File: src/rtl/vehicle_agent.sv
// Reactive vehicle/driver model for the far side of the parking-manager interface.
// Optional build macro VEHICLE_AGENT_TAILGATE_EN adds a tailgating second car during CROSS.
//
// state  | meaning
// IDLE   | no vehicle, waiting for start
// ARRIVE | sensorA up, vehicle pulling in
// PIN    | presenting a PIN attempt on pass
// WAIT   | attempt sent, waiting for the manager's verdict
// CROSS  | gate open, sensorB up while the car drives through
// EXIT   | both sensors clear for one cycle
// DONE   | one-cycle done pulse with result
module vehicle_agent #(
  parameter logic [7:0] PIN_GOOD     = 8'hA5,
  parameter int         PIN_HOLD     = 4,
  parameter int         GATE_TIMEOUT = 64,
  parameter int         CROSS_CYC    = 8,
  parameter int         MAX_TRIES    = 3
) (
  input  logic       clk,
  input  logic       reset,
  input  logic       start,
  input  logic [2:0] bad_tries,
  input  logic       gateState,
  input  logic       wrongPinAlarm,
  input  logic       blockAlarm,
  output logic       sensorA,
  output logic       sensorB,
  output logic [7:0] pass,
  output logic       done,
  output logic [1:0] result
);
  localparam int CW = 16;
  localparam logic [CW-1:0] ARRIVE_LAST = CW'(1);
  localparam logic [CW-1:0] HOLD_LAST   = CW'(PIN_HOLD - 1);
  localparam logic [CW-1:0] WAIT_LAST   = CW'(GATE_TIMEOUT - 1);
  localparam logic [CW-1:0] CROSS_LAST  = CW'(CROSS_CYC - 1);
  localparam logic [2:0]    MAX_T       = 3'(MAX_TRIES);
`ifdef VEHICLE_AGENT_TAILGATE_EN
  localparam logic [CW-1:0] CROSS_HALF  = CW'(CROSS_CYC / 2);
`endif

  typedef enum logic [2:0] {
    S_IDLE, S_ARRIVE, S_PIN, S_WAIT, S_CROSS, S_EXIT, S_DONE
  } state_t;

  state_t          state, nxt;
  logic [CW-1:0]   cnt, cnt_d;
  logic [2:0]      tries, tries_d, bad_q, bad_d;
  logic [1:0]      result_d;
  logic            sensor_a_d, sensor_b_d, done_d;
  logic [7:0]      pass_d;

  always_ff @(posedge clk or posedge reset) begin
    if (reset) begin
      state   <= S_IDLE;
      cnt     <= '0;
      tries   <= '0;
      bad_q   <= '0;
      result  <= 2'b00;
      sensorA <= 1'b0;
      sensorB <= 1'b0;
      pass    <= 8'h00;
      done    <= 1'b0;
    end else begin
      state   <= nxt;
      cnt     <= cnt_d;
      tries   <= tries_d;
      bad_q   <= bad_d;
      result  <= result_d;
      sensorA <= sensor_a_d;
      sensorB <= sensor_b_d;
      pass    <= pass_d;
      done    <= done_d;
    end
  end

  always_comb begin
    nxt      = state;
    cnt_d    = cnt + 1'b1;
    tries_d  = tries;
    bad_d    = bad_q;
    result_d = result;
    unique case (state)
      S_IDLE: begin
        if (start) begin
          nxt      = S_ARRIVE;
          bad_d    = bad_tries;
          tries_d  = '0;
          result_d = 2'b00;
        end
      end
      S_ARRIVE: begin
        if (blockAlarm) begin
          nxt      = S_DONE;
          result_d = 2'b11;
        end else if (cnt == ARRIVE_LAST) nxt = S_PIN;
      end
      S_PIN: begin
        if (blockAlarm) begin
          nxt      = S_DONE;
          result_d = 2'b11;
        end else if (cnt == HOLD_LAST) begin
          nxt     = S_WAIT;
          tries_d = tries + 3'd1;
        end
      end
      S_WAIT: begin
        if (blockAlarm) begin
          nxt      = S_DONE;
          result_d = 2'b11;
        end else if (gateState) nxt = S_CROSS;
        else if (wrongPinAlarm && (tries < MAX_T)) nxt = S_PIN;
        else if (wrongPinAlarm || (cnt == WAIT_LAST)) begin
          nxt      = S_DONE;
          result_d = 2'b10;
        end
      end
      S_CROSS: begin
`ifdef VEHICLE_AGENT_TAILGATE_EN
        if (blockAlarm) begin
          nxt      = S_DONE;
          result_d = 2'b11;
        end else
`endif
        if (cnt == CROSS_LAST) nxt = S_EXIT;
      end
      S_EXIT: begin
        nxt      = S_DONE;
        result_d = 2'b01;
      end
      S_DONE:  nxt = S_IDLE;
      default: nxt = S_IDLE;
    endcase
    // Every state's timer starts at zero on entry.
    if ((nxt != state) || (state == S_IDLE)) cnt_d = '0;

    sensor_a_d = (nxt == S_ARRIVE) || (nxt == S_PIN) || (nxt == S_WAIT);
    sensor_b_d = (nxt == S_CROSS);
`ifdef VEHICLE_AGENT_TAILGATE_EN
    if ((nxt == S_CROSS) && (cnt_d >= CROSS_HALF)) sensor_a_d = 1'b1;
`endif
    pass_d = 8'h00;
    if (nxt == S_PIN) pass_d = (tries < bad_q) ? ~PIN_GOOD : PIN_GOOD;
    done_d = (nxt == S_DONE);
  end
endmodule

File: config.mk
export PLATFORM = sky130hd
export DESIGN_NAME = vehicle_agent
export DESIGN_NICKNAME = d
export VERILOG_FILES = /design/src/rtl/vehicle_agent.sv
export SDC_FILE = /design/constraint.sdc
export NUM_CORES = 1
export LEC_CHECK = 0
export CAP_MARGIN = 20
export CORE_UTILIZATION = 44
export CTS_CLUSTER_SIZE = 30
export DETAILED_ROUTE_END_ITERATION = 10
export SLEW_MARGIN = 5
export SYNTH_ARGS = -nofsm -noshare
export SYNTH_HDL_FRONTEND = slang
export SYNTH_SLANG_ARGS = --single-unit
File: constraint.sdc
create_clock -name clk -period 4.3 [get_ports clk]
set_input_delay 0.86 -clock clk [delete_from_list [all_inputs] [get_ports clk]]
set_output_delay 0.86 -clock clk [all_outputs]
set_load 0.005 [all_outputs]
# [Word level (Yosys, flattened, before mapping)]
# Cells that the tools add are included.
[word_totals] inputBits=9 output_inout_bits=13 ramBits=0 mem_bits_ro=0 latch_bits=0 wordCells=72 ff_bits=38 mem_count=0
[classes] n_addsub=2 div_mod_pow=0 mux=25 bitwise=0 shift=0 n_eq_ne=22 multipliers=0 n_reduce_logical=12 n_lt_le_gt_ge=2
[ops] op="$mux 3" n=13
[ops] op="$pmux 3 s6" n=1
[ops] op="$add 16x1->16 const B" n=1
[ops] op="$eq 16x1->1 const B" n=1
[ops] op="$eq 16x2->1 const B" n=1
[ops] op="$eq 16x3->1 const B" n=1
[ops] op="$eq 16x6->1 const B" n=1
[ops] op="$mux 16" n=1
[ops] op="$mux 8" n=2
[ops] op="$eq 3x2->1 const B" n=4
[ops] op="$eq 3x3->1 const B" n=4
[ops] op="$mux 2" n=6
[ops] op="$ne 3x3->1 const B" n=3
[ops] op="$pmux 2 s4" n=1
[ops] op="$eq 3x1->1 const B" n=2
[ops] op="$ne 2x2->1 const B" n=3
[ops] op="$pmux 3 s2" n=1
[ops] op="$reduce_and 6->1" n=1
[ops] op="$logic_or 1x1->1" n=4
[ops] op="$reduce_and 4->1" n=1
[ops] op="$reduce_bool 4->1" n=1
[ops] op="$add 3x1->3 const B" n=1
[ops] op="$logic_not 3->1" n=1
[ops] op="$lt 3x2->1 const B" n=1
[ops] op="other kinds (7)" n=7

# [Depth between registers and ports, before layout]
# Gate-level depths: netlist of the first run.
[logic_depth] word_depth=10 ltp_mapped=9 ltp_nobuf=8

# [Worst setup path after synthesis of the first run]
# No wires, ideal clock.
[synth_path] path_kind="input-to-reg" startpoint="input port blockAlarm" endpoint="register cnt[10]" path_buffers=3 t_required_ns=4.220 t_arrival_ns=2.437 slack_ns=1.782 cell_stages=8 setup_ns=0.080 path_cell_list="buf_2 -> nor2_1 -> nand2_1 -> or4_1 -> and3_1 -> clkbuf_1 -> buf_6 -> nor3_2"
[synth_via] elab_chain_len=5 elab_cells_between_ends=7 classes_between="1 x eq/ne; 5 x mux; 1 x reduce/logical"
[synth_rtl] item="from (decl)" line_no="25" rtl="input logic blockAlarm,"
[synth_rtl] item="$mux 3 (on tied branches)" line_no="108, 93, 99"
[synth_rtl] item="$pmux 3 s6 *" line_no="83" rtl="unique case (state)"
[synth_rtl] item="$ne 3x3->1 *" line_no="135" rtl="if ((nxt != state) || (state == S_IDLE)) cnt_d = '0;"
[synth_rtl] item="$logic_or 1x1->1 *" line_no="135"
[synth_rtl] item="$mux 16 *" line_no="135"
[synth_rtl] item="via cnt_d[10]" line_no="47" rtl="logic [CW-1:0] cnt, cnt_d;"
[synth_rtl] item="to (signal assigned)" line_no="66" rtl="cnt <= cnt_d;"
[synth_rtl] item="to (decl)" line_no="47"
# The timed path passes the listed nets; every way through them passes the cells marked *.
# A chain may end at the register's enable or synchronous reset.

# [Worst setup path in the final report of the first run]
[layout_path] startpoint="input port blockAlarm" endpoint="register cnt[9]"
# The elaborated chain is that of the path after synthesis.

==> results of run 1 <==
Yosys cell counts (3+ instances only):
cell type	instances
dfrtp_1	32
nand2_1	13
inv_1	12
nor2_1	12
nor3_2	10
xnor2_1	10
nor3_1	9
and3_1	8
nand3_1	7
buf_4	6
ha_1	5
xor2_1	5
buf_2	4
nor4_1	4
o21ai_0	4
a21oi_1	3
mux2i_1	3
nand4_1	3
or4_1	3
or4_4	3
through the flow:
| step | cell area (um2) | utilization, % | setup slack [ns] | cells |
|---|---|---|---|---|
| global route | 2220 | 54.0 | 1.13 | 260 |
| finish | 2220 | 54.0 | 1.33 | 260 |
| CTS | 2200 | 53.4 | 1.32 | 259 |
| global placement | 2120 | 51.5 | 1.08 | 252 |
| floorplan | 1940 | - | 1.78 | 194 |
| detailed placement | 2120 | 51.5 | 1.03 | 252 |
per-layer routing:
layer  wire length [um]  part of all wire [%]  track usage [%]  up-vias
met1               1870                    48             27.1      705
li1                   -                     -                -      719
met4                 53                   1.4             7.03        0
met3                268                   6.9             4.67        7
met2               1720                    44             30.5       59
met5                  0                     0                0        -
area by class of cell:
cell class,count,area [um2]
clock buffer,6,72.6
multi-input combinational,135,988
clock inverter,1,5.00
inverter,13,48.8
timing repair buffer,23,245
sequential,32,801
tap,50,62.6
fill,376,1890
sequential cells by signal, indices dropped and copies added (netlist names):
register,count
bad_q,3
sensorB,1
state,3
sensorA,1
tries,3
pass,2
cnt,16
result,2
done,1
where the power goes:
part	switching [mW]	internal, mW
Clock	0.101	0.110
Sequential	0.0746	0.366
Combinational	0.301	0.226
worst paths after layout:
check	startpoint	slack (ns)	cells past startpoint	end
max	blockAlarm	1.33	6	cnt[9]
min	cnt[0]	0.50	1	cnt[0]
max reg2reg	cnt[12]	1.79	5	cnt[2]
min reg2reg	cnt[0]	0.50	1	cnt[0]
max in group asynchronous	reset	2.94	4	sensorB
min in group asynchronous	reset	0.79	2	tries[1]
logic make-up after synthesis:
| group | synth area share (%) |
|---|---|
| DFF | 41.2 |
| AOI/OAI and AO/OA | 8.05 |
| muxes | 2.71 |
| buffers and inverters | 7.86 |
| adders and majority gates | 3.22 |
| xor gates and xnor gates | 6.77 |
| and+or+nand+nor | 30.2 |
==> run_results.csv, run 1 <==
group,metric,value,unit
run_status,run_status,"finished clean",
final_layout,mostFrequentLayoutCell,"dfrtp_1",
yosys,ys_ff_latch,32,
hold_path,timing.hold.worst.class,"register to register",
yosys,number_of_instances_in_the_synthesized_netlist,194,
setup_path,crit_path_max_incr_delay,0.56,ns
detailed_routing,drt_iter0_markers,118,
sta,unrepaired_setup_endpoints_after_global_routing,"no",
grt,grt_max_degree,26,
run,maxCapViolCount,0,
grt,first_global_vias,1391,
setup_path,worst-endpoint-arrival,3.15,ns
sta,fin_crit,2.97,ns
grt,gr-usage-all-layers,19.9,%
clock_tree,cts-root-to-sink-buffers,2,
floorplanning,die_wd,68.4,um
clock_tree,cts.reportedPaths.clkPinSlew,0.06,ns
floorplanning,die_h,68.4,um
clock_tree,htree_num_levels,2,
sta,final-max-slew-violation-count,0,
grt,antenna_found_initial,0,
clock_tree,clock-sinks,32,
clock_tree,cts.repair.resized,0,
clock_tree,worst_skew_pair.late_latency,0.28,ns
floorplanning,initial_core_util,47.2,%
floorplanning,num_io_pins,22,
sta,hold_slack,0.505,ns
setup_path,worstSetupStartpointType,"primary input",
pwr,vdd_ir_drop_max,0.222,mV
floorplanning,fp_rows,23,
clock_tree,cts_tree,"yes",
floorplanning,floorplan.die_area,0.00468,mm2
final_layout,insertedDiodeCount,0,
setup_path,cp.required,4.48,ns
yosys,synth-async-reset-ratio,100,%
setup_path,worstSetupEndpointType,"register",
setup_path,timing_worst_setup_path_type,"primary input to register",
placed_design,gpl.final_weighted_congestion,0.823,
yosys,synth.largest_area_cell,"dfrtp_1",
yosys,dominantRegCellSynth,"dfrtp_1",
sta,fin_crit_sh,69.0,%
setup_path,cell_family_contributing_the_most_delay_on_the_critical_path,"simple AND/OR/NAND/NOR gates",
yosys,postSynthAreaPerCell,10.0,um2
placed_design,hpwlAfterDp,2890,um
clock_tree,number_of_clock_buffers_inserted_by_tritoncts,5,
pwr,power_leakage,0.921,nW
placed_design,count_of_input_and_output_buffers,21,
sta,fin_tns_setup,0,ns
detailed_routing,antenna_left,0,
grt,global_route_wire_length_before_repair,6770,um
yosys,seq_area_frac_synth,41.2,%
setup_path,cp_num_buf_inv,1,
detailed_routing,finalWirelength,3910,um
setup_path,cp_max_fo,16,
detailed_routing,drt-wirelength-per-cell,15.0,um
sta,setup_viol,0,
setup_path,worstPathCellList,"clkdlybuf4s50_1 > nor2_1 > nand2_1 > or4_1 > and3_1 > nor4_1",
sta,timing.max_slew.rel_slack,47.2,%
setup_path,crit_path_top_delay_cell,"clkdlybuf4s50_1",
detailed_routing,avgViaCountPerCell,5.73,
sta,final.setup_skew,0.00645,ns
detailed_routing,drt_pass1_iterations,4,
final_layout,area_added_between_synthesis_and_finish,14.5,%
sta,hold_viol,0,
sta,tightest_slew,0.793,ns
final_layout,drive_above_1_share,14.8,%
floorplanning,core_region_area,0.00412,mm2
yosys,leading_cell_types_by_total_area_after_synthesis,"dfrtp_1 (41%), nor3_2 (5.2%), xnor2_1 (4.5%), ha_1 (3.2%), and3_1 (2.6%)",
detailed_routing,post-route-drc-count,0,
pwr,power-per-cell-area,530,mW/mm2
clock_tree,cts_stage_hold_buffer_count,0,
detailed_routing,detailroute.via_count,1490,
clock_tree,cts_setup_buffers,0,
yosys,post_synth_top_area_share,41.2,%
yosys,synth_fp_nets,208,
final_layout,layout_common_cells,"dfrtp_1 (32), clkdlybuf4s50_1 (21), nand2_1 (13)",
pwr,final_total_power,1.18,mW
yosys,synth-edff-count,0,
final_layout,final_net_count,224,
sta,highest_clock_frequency_the_design_can_meet,337,MHz
yosys,post_synth_num_cell_types,50,
grt,grt_overflow,0,
yosys,ys.warnings.count,0,
yosys,syn-cell-area,0.00194,mm2
clock_tree,cts_root_buf,"clkbuf_8",
Power figures use the tool's default switching activity.
==> run 2, diff against run 1 <==
Clock period 4.3 ns to 3 ns, I/O delays scaled along.
==> run 2 against run 1 <==
  * First-iteration DRC count fell by 4.2%
  * Sequential share of layout area down 0.12 points
  * Global-route usage decreased by 0.15 points
  * Via count is 0.94% lower
  * Combinational power increased by 48%
  * Total power increased by 48%
  * Sequential cell count unchanged
  * Utilization rose by 0.18 points
==> run_results.csv, run 2 (synthesis results as in run 1) <==
group,metric,value,unit
placed_design,placed_area,0.00214,mm2
setup_path,timing_worst_setup_path_type,"primary input to register",
final_layout,drive_above_1_share,15.5,%
final_layout,largest_reg_flops,16,
grt,grt_max_degree,33,
detailed_routing,detailroute.via_count,1476,
clock_tree,cts-root-to-sink-buffers,2,
pwr,power_switching_share,39.9,%
sta,setup_viol,0,
placed_design,hpwlAfterDp,2820,um
pwr,vdd_ir_drop_max,0.348,mV
grt,grt_overflow,0,
placed_design,dp_worst_setup_slack,0.349,ns
run,maxCapViolCount,0,
clock_tree,clock-sinks,32,
final_layout,postLayoutCellArea,0.00223,mm2
final_layout,final_net_count,226,
detailed_routing,finalWirelength,3910,um
detailed_routing,drt_iter0_markers,113,
sta,fin_tns_setup,0,ns
floorplanning,initial_core_util,47.2,%
sta,unrepaired_setup_endpoints_after_global_routing,"no",
floorplanning,die_h,68.4,um
grt,antenna_found_initial,0,
hold_path,hold_depth,1,
sta,final.setup_skew,0.00630,ns
clock_tree,cts.repair.resized,0,
sta,timing.max_slew.rel_slack,59.9,%
clock_tree,number_of_clock_buffers_inserted_by_tritoncts,5,
setup_path,worst-endpoint-arrival,2.57,ns
detailed_routing,drt_pass1_iterations,4,
grt,first_global_vias,1429,
pwr,clock_power_share,19.3,%
detailed_routing,avgViaCountPerCell,5.61,
final_layout,area_added_between_synthesis_and_finish,14.9,%
final_layout,stdcell_count,263,
setup_path,worstSetupEndpointType,"register",
clock_tree,worst_skew_pair.late_latency,0.28,ns
detailed_routing,post-route-drc-count,0,
pwr,pwr-share-comb,44.6,%
floorplanning,core_region_area,0.00412,mm2
hold_path,timing.hold.worst.class,"register to register",
sta,final_critical_path_setup_slack,0.609,ns
floorplanning,die_wd,68.4,um
setup_path,worstSetupStartpointType,"primary input",
clock_tree,cts_stage_hold_buffer_count,0,
placed_design,gpl.final_weighted_congestion,0.904,
final_layout,insertedDiodeCount,0,
sta,hold_viol,0,
floorplanning,num_io_pins,22,
setup_path,cp_max_fo,16,
final_layout,registers.top_by_ff_count,"cnt",
run_status,run_status,"finished clean",
sta,fin_crit_sh,79.7,%
clock_tree,cts_setup_buffers,0,
setup_path,worst-r2r-cell-count,6,
pwr,power_frac_seq,36.1,%
clock_tree,htree_num_levels,2,
floorplanning,floorplan.die_area,0.00468,mm2
grt,global_route_wire_length_before_repair,6680,um
grt,gr-usage-all-layers,19.8,%
sta,final-max-slew-violation-count,0,
clock_tree,cts.reportedPaths.clkPinSlew,0.06,ns
detailed_routing,drt-wirelength-per-cell,14.9,um
sta,highest_clock_frequency_the_design_can_meet,418,MHz
floorplanning,fp_rows,23,
setup_path,cp.required,3.18,ns
pwr,power-per-cell-area,784,mW/mm2
placed_design,place.detailed.instances,255,
placed_design,count_of_input_and_output_buffers,21,
detailed_routing,antenna_left,0,
clock_tree,cts_tree,"yes",
sta,fin_crit,2.39,ns
final_layout,layout_common_cells,"dfrtp_1 (32), clkdlybuf4s50_1 (21), nand2_1 (13)",
final_layout,mostFrequentLayoutCell,"dfrtp_1",
pwr,net_switching,0.697,mW
sta,tightest_slew,0.596,ns
clock_tree,cts_root_buf,"clkbuf_8",
pwr,power_leakage,0.928,nW
pwr,internal_power,1.05,mW
-- run 2: cell types whose count changed in the layout (fill, tap and decap cells not counted) --
cell / before / now
clkbuf_1: 1 / 2
buf_4: 1 / 4
buf_16: 1 / 0
clkbuf_8: 5 / 6
clkinv_2: 1 / 0
-- run 2: final cells by class --
| class | instances | area, um2 |
|---|---|---|
| Clock buffer | 8 | 90.1 |
| Fill cell | 376 | 1880 |
| Inverter | 13 | 48.8 |
| Sequential cell | 32 | 801 |
| Multi-Input combinational cell | 135 | 988 |
| Tap cell | 50 | 62.6 |
| Timing Repair Buffer | 25 | 240 |
-- run 2: critical path: stages --
cell,delay [ns]
clkdlybuf4s50_1,0.41
nor2_1,0.25
nand2_1,0.20
or4_1,0.50
and3_1,0.17
buf_4,0.20
nor4_1,0.22
-- run 2: per-stage QoR --
step           hold WS [ns]  util, %  power (mW)
6_report              0.510     54.2        1.75
4_1_cts               0.513     54.2        1.76
3_5_place_dp          0.500     52.0        1.42
2_1_floorplan         0.466        -        1.24
5_1_grt               0.545     54.2        1.88
3_3_place_gp          0.484     52.0        1.39
-- run 2: power groups by stage --
stage,Combinational [mW],Sequential [mW],Clock [mW]
finish,0.779,0.632,0.337
detailed placement,0.781,0.641,0
global route,0.865,0.651,0.364
global placement,0.757,0.636,0
floorplan,0.664,0.578,0
CTS,0.783,0.632,0.344
-- run 2: path summary, 6_finish.rpt --
| path | startpoint | to | slack (ns) |
|---|---|---|---|
| hold reg to reg | cnt[0] | cnt[0] | 0.51 |
| setup / recovery | blockAlarm | cnt[9] | 0.61 |
| max in group asynchronous | reset | pass[5] | 1.99 |
| min in group asynchronous | reset | tries[0] | 0.71 |
| setup reg to reg | cnt[0] | cnt[2] | 0.65 |
| hold / removal | cnt[0] | cnt[0] | 0.51 |
-- run 2: per-layer routing --
metal	vias to the layer above	global-route usage, %	part of all wire, %
li1	723	-	-
met3	5	4.00	3.1
met4	0	7.29	1.0
met2	30	31.9	47
met5	-	0	0
met1	718	25.9	49
